## config.mk

```make
export PLATFORM = sky130hd
export DESIGN_NAME = trace_rule_loader
export DESIGN_NICKNAME = d
export VERILOG_FILES = /design/src/rtl/trace_loader_pkg.sv /design/src/rtl/trace_loader_bus_mux.sv /design/src/rtl/trace_rule_loader.sv
export SDC_FILE = /design/constraint.sdc
export NUM_CORES = 1
export LEC_CHECK = 0
export ABC_AREA = 1
export CORE_MARGIN = 10
export CORE_UTILIZATION = 48
export DETAILED_ROUTE_END_ITERATION = 6
export PLACE_DENSITY = 0.8
export SYNTH_ARGS = -nofsm -noshare
export SYNTH_HDL_FRONTEND = slang
export SYNTH_SLANG_ARGS = --single-unit
```

## constraint.sdc

```tcl
create_clock -name usb_clk -period 4 [get_ports usb_clk]
set_input_delay 0.6 -clock usb_clk [delete_from_list [all_inputs] [get_ports usb_clk]]
set_output_delay 0.6 -clock usb_clk [all_outputs]
set_load 0.02 [all_outputs]
```

## src/rtl/trace_loader_pkg.sv

```systemverilog
// Shared definitions for the trace rule loader: FSM states and the
// trace register map (offsets mirror defines_trace.v).
package trace_loader_pkg;

    typedef enum logic [2:0] {
        ST_IDLE,
        ST_PAT,
        ST_MSK,
        ST_EN_RD,
        ST_EN_WR,
        ST_TEN_RD,
        ST_TEN_WR,
        ST_DONE
    } state_t;

    localparam int DEF_BUFFER_SIZE = 64;
    localparam int NBYTES          = DEF_BUFFER_SIZE / 8;

    // Block select sitting just above the 5-bit register offset.
    localparam logic [1:0] TRACE_REG_SELECT = 2'b11;

    localparam logic [4:0] TRACE_NAME                = 5'h00;
    localparam logic [4:0] TRACE_PATTERN_ENABLE      = 5'h01;
    localparam logic [4:0] TRACE_PATTERN_TRIG_ENABLE = 5'h02;

    // Per-rule pattern register offsets; the map is split into two banks,
    // so the offset is looked up rather than computed as base+rule.
    function automatic logic [4:0] pattern_addr(input int rule);
        case (rule)
            0:       return 5'h04;
            1:       return 5'h05;
            2:       return 5'h06;
            3:       return 5'h07;
            4:       return 5'h10;
            5:       return 5'h11;
            6:       return 5'h12;
            7:       return 5'h13;
            default: return 5'h1F;
        endcase
    endfunction

    // Per-rule mask register offsets.
    function automatic logic [4:0] mask_addr(input int rule);
        case (rule)
            0:       return 5'h08;
            1:       return 5'h09;
            2:       return 5'h0A;
            3:       return 5'h0B;
            4:       return 5'h14;
            5:       return 5'h15;
            6:       return 5'h16;
            7:       return 5'h17;
            default: return 5'h1F;
        endcase
    endfunction

endpackage

```

## src/rtl/trace_loader_bus_mux.sv

```systemverilog
// Host/loader register bus mux. The host always wins, with zero latency;
// the loader only gets cycles the host leaves idle. Also flags host writes
// into trace register space while a load is running.
module trace_loader_bus_mux
    import trace_loader_pkg::*;
#(
    parameter int AW = 14,
    parameter int BW = 7
)(
    input  logic [AW-1:0] i_host_address,
    input  logic [BW-1:0] i_host_bytecnt,
    input  logic [7:0]    i_host_write_data,
    input  logic          i_host_read,
    input  logic          i_host_write,
    input  logic          i_host_addrvalid,
    input  logic          i_lo_act,
    input  logic [AW-1:0] i_lo_address,
    input  logic [BW-1:0] i_lo_bytecnt,
    input  logic [7:0]    i_lo_write_data,
    input  logic          i_lo_read,
    input  logic          i_lo_write,
    input  logic          i_busy,
    output logic [AW-1:0] o_reg_address,
    output logic [BW-1:0] o_reg_bytecnt,
    output logic [7:0]    o_write_data,
    output logic          o_reg_read,
    output logic          o_reg_write,
    output logic          o_reg_addrvalid,
    output logic          o_coll_hit
);

    logic w_lo_own;
    logic w_trace_hit;

    assign w_lo_own    = i_lo_act && !i_host_addrvalid;
    assign w_trace_hit = (i_host_address >> 5) == AW'(TRACE_REG_SELECT);
    assign o_coll_hit  = i_host_write && i_host_addrvalid && w_trace_hit && i_busy;

    // Select loader fields only when it owns the cycle, else pass the host through.
    always_comb begin
        o_reg_address   = i_host_address;
        o_reg_bytecnt   = i_host_bytecnt;
        o_write_data    = i_host_write_data;
        o_reg_read      = i_host_read;
        o_reg_write     = i_host_write;
        o_reg_addrvalid = i_host_addrvalid;
        if (w_lo_own) begin
            o_reg_address   = i_lo_address;
            o_reg_bytecnt   = i_lo_bytecnt;
            o_write_data    = i_lo_write_data;
            o_reg_read      = i_lo_read;
            o_reg_write     = i_lo_write;
            o_reg_addrvalid = 1'b1;
        end
    end

endmodule

```

## src/rtl/trace_rule_loader.sv

```systemverilog
// Programs one trace match rule (pattern, mask, enable bits) into the trace
// register block by stealing idle host bus cycles.
module trace_rule_loader
    import trace_loader_pkg::*;
#(
    parameter int pADDR_WIDTH   = 21,
    parameter int pBYTECNT_SIZE = 7,
    parameter int pBUFFER_SIZE  = 64,
    parameter int pMATCH_RULES  = 8
)(
    input  logic                                 usb_clk,
    input  logic                                 reset_n,
    input  logic [pADDR_WIDTH-pBYTECNT_SIZE-1:0] host_address,
    input  logic [pBYTECNT_SIZE-1:0]             host_bytecnt,
    input  logic [7:0]                           host_write_data,
    input  logic                                 host_read,
    input  logic                                 host_write,
    input  logic                                 host_addrvalid,
    output logic [pADDR_WIDTH-pBYTECNT_SIZE-1:0] reg_address,
    output logic [pBYTECNT_SIZE-1:0]             reg_bytecnt,
    output logic [7:0]                           write_data,
    output logic                                 reg_read,
    output logic                                 reg_write,
    output logic                                 reg_addrvalid,
    input  logic [7:0]                           read_data,
    input  logic                                 I_req_valid,
    output logic                                 O_req_ready,
    input  logic [$clog2(pMATCH_RULES)-1:0]      I_req_rule,
    input  logic [pBUFFER_SIZE-1:0]              I_req_pattern,
    input  logic [pBUFFER_SIZE-1:0]              I_req_mask,
    input  logic                                 I_req_enable,
    input  logic                                 I_req_trig_enable,
    output logic                                 O_busy,
    output logic                                 O_done,
    output logic                                 O_collision
);

    localparam int AW  = pADDR_WIDTH - pBYTECNT_SIZE;
    localparam int NB  = pBUFFER_SIZE / 8;
    localparam int RW  = $clog2(pMATCH_RULES);
    localparam int BCW = (NB > 1) ? $clog2(NB) : 1;
    localparam logic [BCW-1:0] BC_LAST = BCW'(NB - 1);

    state_t                   r_state, w_state_nxt;
    logic [BCW-1:0]           r_bc;
    logic [RW-1:0]            r_rule;
    logic [pBUFFER_SIZE-1:0]  r_pattern, r_mask;
    logic                     r_en, r_ten, r_collision;
    logic [7:0]               r_shadow, w_shadow_mod;

    logic                     w_accept, w_go, w_bc_last, w_coll_hit;
    logic                     w_lo_act, w_lo_read, w_lo_write;
    logic [4:0]               w_lo_off;
    logic [AW-1:0]            w_lo_addr;
    logic [pBYTECNT_SIZE-1:0] w_lo_bytecnt;
    logic [7:0]               w_lo_wdata;

    // Ready is gated by reset so it reads 0 while reset is held.
    assign O_req_ready = (r_state == ST_IDLE) && reset_n;
    assign O_busy      = (r_state != ST_IDLE);
    assign O_done      = (r_state == ST_DONE);
    assign O_collision = r_collision;
    assign w_accept    = I_req_valid && O_req_ready;
    assign w_go        = !host_addrvalid;
    assign w_bc_last   = (r_bc == BC_LAST);
    assign w_lo_addr   = AW'({TRACE_REG_SELECT, w_lo_off});

    // Next state and the loader's bus request for the current state.
    always_comb begin
        w_state_nxt  = r_state;
        w_lo_act     = 1'b0;
        w_lo_off     = '0;
        w_lo_bytecnt = '0;
        w_lo_wdata   = '0;
        w_lo_read    = 1'b0;
        w_lo_write   = 1'b0;
        w_shadow_mod = r_shadow;
        w_shadow_mod[r_rule] = (r_state == ST_TEN_WR) ? r_ten : r_en;
        case (r_state)
            ST_IDLE: if (w_accept) w_state_nxt = ST_PAT;
            ST_PAT: begin
                w_lo_act     = 1'b1;
                w_lo_off     = pattern_addr(int'(r_rule));
                w_lo_bytecnt = pBYTECNT_SIZE'(r_bc);
                w_lo_wdata   = r_pattern[{r_bc, 3'b000} +: 8];
                w_lo_write   = 1'b1;
                if (w_go && w_bc_last) w_state_nxt = ST_MSK;
            end
            ST_MSK: begin
                w_lo_act     = 1'b1;
                w_lo_off     = mask_addr(int'(r_rule));
                w_lo_bytecnt = pBYTECNT_SIZE'(r_bc);
                w_lo_wdata   = r_mask[{r_bc, 3'b000} +: 8];
                w_lo_write   = 1'b1;
                if (w_go && w_bc_last) w_state_nxt = ST_EN_RD;
            end
            ST_EN_RD: begin
                w_lo_act  = 1'b1;
                w_lo_off  = TRACE_PATTERN_ENABLE;
                w_lo_read = 1'b1;
                if (w_go) w_state_nxt = ST_EN_WR;
            end
            ST_EN_WR: begin
                // A host cycle here may have changed the register: re-read.
                w_lo_act    = 1'b1;
                w_lo_off    = TRACE_PATTERN_ENABLE;
                w_lo_wdata  = w_shadow_mod;
                w_lo_write  = 1'b1;
                w_state_nxt = w_go ? ST_TEN_RD : ST_EN_RD;
            end
            ST_TEN_RD: begin
                w_lo_act  = 1'b1;
                w_lo_off  = TRACE_PATTERN_TRIG_ENABLE;
                w_lo_read = 1'b1;
                if (w_go) w_state_nxt = ST_TEN_WR;
            end
            ST_TEN_WR: begin
                w_lo_act    = 1'b1;
                w_lo_off    = TRACE_PATTERN_TRIG_ENABLE;
                w_lo_wdata  = w_shadow_mod;
                w_lo_write  = 1'b1;
                w_state_nxt = w_go ? ST_DONE : ST_TEN_RD;
            end
            ST_DONE: w_state_nxt = ST_IDLE;
            default: w_state_nxt = ST_IDLE;
        endcase
    end

    // State register; reset aborts any load in progress.
    always_ff @(posedge usb_clk or negedge reset_n) begin
        if (!reset_n) r_state <= ST_IDLE;
        else          r_state <= w_state_nxt;
    end

    // Request capture, byte counter, RMW shadow and sticky collision flag.
    always_ff @(posedge usb_clk or negedge reset_n) begin
        if (!reset_n) begin
            r_bc        <= '0;
            r_rule      <= '0;
            r_pattern   <= '0;
            r_mask      <= '0;
            r_en        <= 1'b0;
            r_ten       <= 1'b0;
            r_shadow    <= '0;
            r_collision <= 1'b0;
        end else begin
            if (w_accept) begin
                r_rule      <= I_req_rule;
                r_pattern   <= I_req_pattern;
                r_mask      <= I_req_mask;
                r_en        <= I_req_enable;
                r_ten       <= I_req_trig_enable;
                r_bc        <= '0;
                r_collision <= 1'b0;
            end else if (w_coll_hit) begin
                r_collision <= 1'b1;
            end
            if ((r_state == ST_PAT || r_state == ST_MSK) && w_go)
                r_bc <= w_bc_last ? '0 : r_bc + BCW'(1);
            if ((r_state == ST_EN_RD || r_state == ST_TEN_RD) && w_go)
                r_shadow <= read_data;
        end
    end

    trace_loader_bus_mux #(
        .AW (AW),
        .BW (pBYTECNT_SIZE)
    ) u_mux (
        .i_host_address    (host_address),
        .i_host_bytecnt    (host_bytecnt),
        .i_host_write_data (host_write_data),
        .i_host_read       (host_read),
        .i_host_write      (host_write),
        .i_host_addrvalid  (host_addrvalid),
        .i_lo_act          (w_lo_act),
        .i_lo_address      (w_lo_addr),
        .i_lo_bytecnt      (w_lo_bytecnt),
        .i_lo_write_data   (w_lo_wdata),
        .i_lo_read         (w_lo_read),
        .i_lo_write        (w_lo_write),
        .i_busy            (O_busy),
        .o_reg_address     (reg_address),
        .o_reg_bytecnt     (reg_bytecnt),
        .o_write_data      (write_data),
        .o_reg_read        (reg_read),
        .o_reg_write       (reg_write),
        .o_reg_addrvalid   (reg_addrvalid),
        .o_coll_hit        (w_coll_hit)
    );

endmodule

```

==> out/results.txt <==
The tools report the number of distinct standard cells referenced by the synthesized netlist as 25. Using the TritonRoute via totals, the vias-per-cell ratio works out to 5.13. The maximum clock frequency came out at 273 MHz. In the final design database the tool counted 1452 nets.

Most area-hungry cell type in the Yosys netlist: dfrtp_1. The area growth from synthesis to layout is 37.7%. TritonCTS built the clock tree. The wire length on met3 came out at 1980 um. Among all flip-flop cells after synthesis, the most frequent one is dfrtp_1.

After layout, the worst path uses 91.7% of the clock period. For the number of setup violations in the final report, the log shows 0. Type of destination of the critical path: an output pin.

The clock transition at the register clock pins on the worst setup and hold paths after CTS came out at 0.06 ns. The logs give 0 for the post-route DRC violation count and 0.625 ns for the pre-CTS setup slack. The floorplan step defined a die boundary enclosing 21300 um2.

The clock arrives with 0.00819 ns of skew. Setup repair after global routing left no endpoint under its margin. The floorplan step defined a core boundary enclosing 15700 um2. The tools report the number of cells produced by synthesis as 1092. Number of antenna violations at the first check in global routing: 0. From left edge to right edge, the die measures 146 um.

Once layout is done, the placed cells without fillers occupy 10500 um2. In the synthesized netlist, the cells that appear most often are 618 x nand2_1, 148 x dfrtp_1, 116 x nand3_1. Entering global routing, the biggest net connects 138 pins. The tools report the total count of hold-check failures in the final report as 0. The run finished with clean final reports. The detailed router put a total of 10600 um of wire on met1. Highest routed metal layer: met4. By area the synthesized netlist is led by dfrtp_1 49%, nand2_1 30%, nand3_1 7.6%, inv_1 2.4%, buf_2 2.1%. The setup path with the least slack is of type reg -> out. The number of antenna diodes in the final layout is 0.

The tools report the final max-slew violation count as 0. The global-route wire length before repair came out at 40000 um. The clock root buffer is clkbuf_16. Overall power consumption after layout is estimated at 7.68 mW. The worst IR drop on VDD came out at 0.000393 V. For the detailed placer's ending HPWL, the log shows 18300 um. The synthesized design contains 0 enable-type register cells.

The most common cell in the synthesized netlist is nand2_1. The number of instances resized during post-cts repair is 0. The cell area that synthesis handed to floorplanning was 7630 um2. For the via count of the first global-routing pass, the log shows 7611. The total clock buffers created by CTS is 17, and the post-detailed-routing wire length is 25100 um.

The run gives 0 as the max-capacitance violation count. The tools report the first element of the critical path as r_state[0]$_DFFE_PN0P_. For this design the static power due to leakage is 5.35 nW. CTS built an H-tree with a depth of 4. Averaged over all synthesized cells, the footprint is 6.99 um2. The net count of the mapped netlist is 1270. In this run, placement finished with an instance count of 1471.

Counting flops with an async set or reset pin after synthesis yields a share of 100%. Post-CTS timing repair inserted 0 buffers for setup. Clock tree synthesis found a total of 148 sinks. For this block, the via count after detailed routing is 7714. After synthesis, flip-flops and latches occupy 48.5% of the total area.

The slew at the pin with the worst max-slew slack is 0.822 ns. STA puts the critical path data arrival time at 3.07 ns. Data on the critical path is required at its endpoint by 3.40 ns.

In the detailed route, the total length drawn on met2 is 12200 um. In this run the power density over the cells is 731 nW/um2. The worst hold path belongs to the class in -> async. The first detailed-routing pass ran for 5 iterations.

Of all nets on the critical path, the largest fanout is 42. The average routed wire per standard cell works out to 16.7 um. Across every metal layer, demand over resource in global routing totals 23.2%. The total negative slack was 0 ns; the post-route worst setup slack was 0.331 ns.

The share of synthesized area in the top cell type comes to 48.5%. The starting DRC count in detailed routing was 661. In this run the critical register-to-register path is launched from r_state[2]$_DFFE_PN0P_. Hold repair after CTS inserted 0 buffers.

For the worst-skew pair, the clock arrives at the later sink with an insertion delay of 0.43 ns. Counting flops and latches in the post-synthesis netlist gives 148. The number of synthesis warnings was 0. After global routing the overflow that remains totals 0. The instance area after placement is 9890 um2. After the flow finishes, the layout carries non-filler instances totaling 1503. The initial standard-cell utilization of the core is 48.6%. The maximum number of buffers from clock root to sink was 2; the site row count was 46. During I/O placement, the number of pins put on the boundary was 212.

The worst setup path is launched from a register. The number of I/O port buffers works out to 211. Of the cells placed in the final design, the portion with a size suffix greater than 1 is 4.66%.

The tightest slew margin relative to the limit is 45.2%, and the time the worst path needs with I/O delays and setup is 3.67 ns. The vertical die dimension came out at 146 um. At the end of routability-driven placement, the weighted congestion stood at 0.871.

The residual antenna-violating net count after detailed routing came out at 0.
cell type report:
cell class              instances  area, um2
multi-input cells             827       3450
clock buffers                  21        470
flip-flops and latches        148       3700
clock inverters                11        151
fillers                      1384       5200
repair buffers                225       2260
inverters                      55        209
well taps                     216        270
cells by family (layout without fill, tap and decap cells):
group	Yosys count	count (layout)	synth area share, %
xor gates and xnor gates	2	2	0.230
buffers and inverters	117	312	6.53
AOI/OAI and AO/OA	38	38	2.59
DFF	148	148	48.5
adders and majority gates	2	2	0.328
and+or+nand+nor	785	785	41.8
worst max-delay path, cell delays in order, from the launching register on:
cell and delay [ns]:
dfrtp_1 0.42, inv_2 0.22, nand2_1 0.15, nor2_4 0.25
buf_12 0.26, nand2_1 0.09, nand3_1 0.11, nand3_1 0.15
nand2_1 0.09, nand2_1 0.06, nand3_1 0.12, nand2_1 0.07
inv_1 0.05, clkdlybuf4s50_1 0.60
power by group:
part / switching, mW / leakage (nW) / total [mW] / internal (mW)
logic: 2.13 / 3.23 / 3.40 / 1.27
clock network: 0.630 / 0.291 / 1.66 / 1.03
registers: 0.425 / 1.83 / 2.61 / 2.19
total: 3.19 / 5.35 / 7.68 / 4.49
stage by stage:
step / util [%] / hold slack, ns
2_1_floorplan: - / 0.304
3_3_place_gp: 62.9 / 0.454
3_5_place_dp: 62.9 / 0.459
4_1_cts: 66.9 / 0.0860
5_1_grt: 66.9 / 0.0980
6_report: 66.9 / 0.0704
registers in the layout, summed over array words and instances, names as in the netlist:
| signal | flops |
|---|---|
| r_bc | 3 |
| r_rule | 3 |
| r_ten | 1 |
| r_shadow | 8 |
| r_pattern | 64 |
| O_collision | 1 |
| r_mask | 64 |
| r_en | 1 |
| r_state | 3 |
layer usage:
metal	vias up	global-route usage (%)
li1	3742	-
met1	3595	29.2
met2	349	39.0
met3	28	5.69
met4	0	6.11
met5	-	0
cells in the final DEF (no fill, tap or decap), types with 2 or more instances in the layout:
cell type / count
a21oi_1: 19
buf_12: 3
buf_4: 11
bufinv_16: 3
clkbuf_16: 17
clkbuf_8: 3
clkdlybuf4s50_1: 210
clkinv_1: 2
clkinv_4: 3
clkinvlp_4: 4
dfrtp_1: 148
ha_1: 2
inv_1: 49
inv_2: 3
nand2_1: 618
nand3_1: 115
nand3b_1: 8
nand4_1: 10
nor2_1: 17
nor2_2: 2
o21ai_0: 16
o31ai_1: 2
or2_1: 5
or2_2: 5
xor2_1: 2
final timing paths:
kind | slack, ns | endpoint | depth (start not counted)
worst min-delay path | 0.07 | r_pattern[24]$_DFFE_PN0P_ | 1
max in group asynchronous | 2.12 | r_mask[32]$_DFFE_PN0P_ | 3
worst max register to register | 1.51 | r_state[1]$_DFFE_PN0P_ | 7
min in group usb_clk | 0.47 | r_mask[48]$_DFFE_PN0P_ | 2
worst max-delay path | 0.33 | write_data[1] | 13
worst min register to register | 0.47 | r_mask[48]$_DFFE_PN0P_ | 2
(Power assumes the default switching activity.)
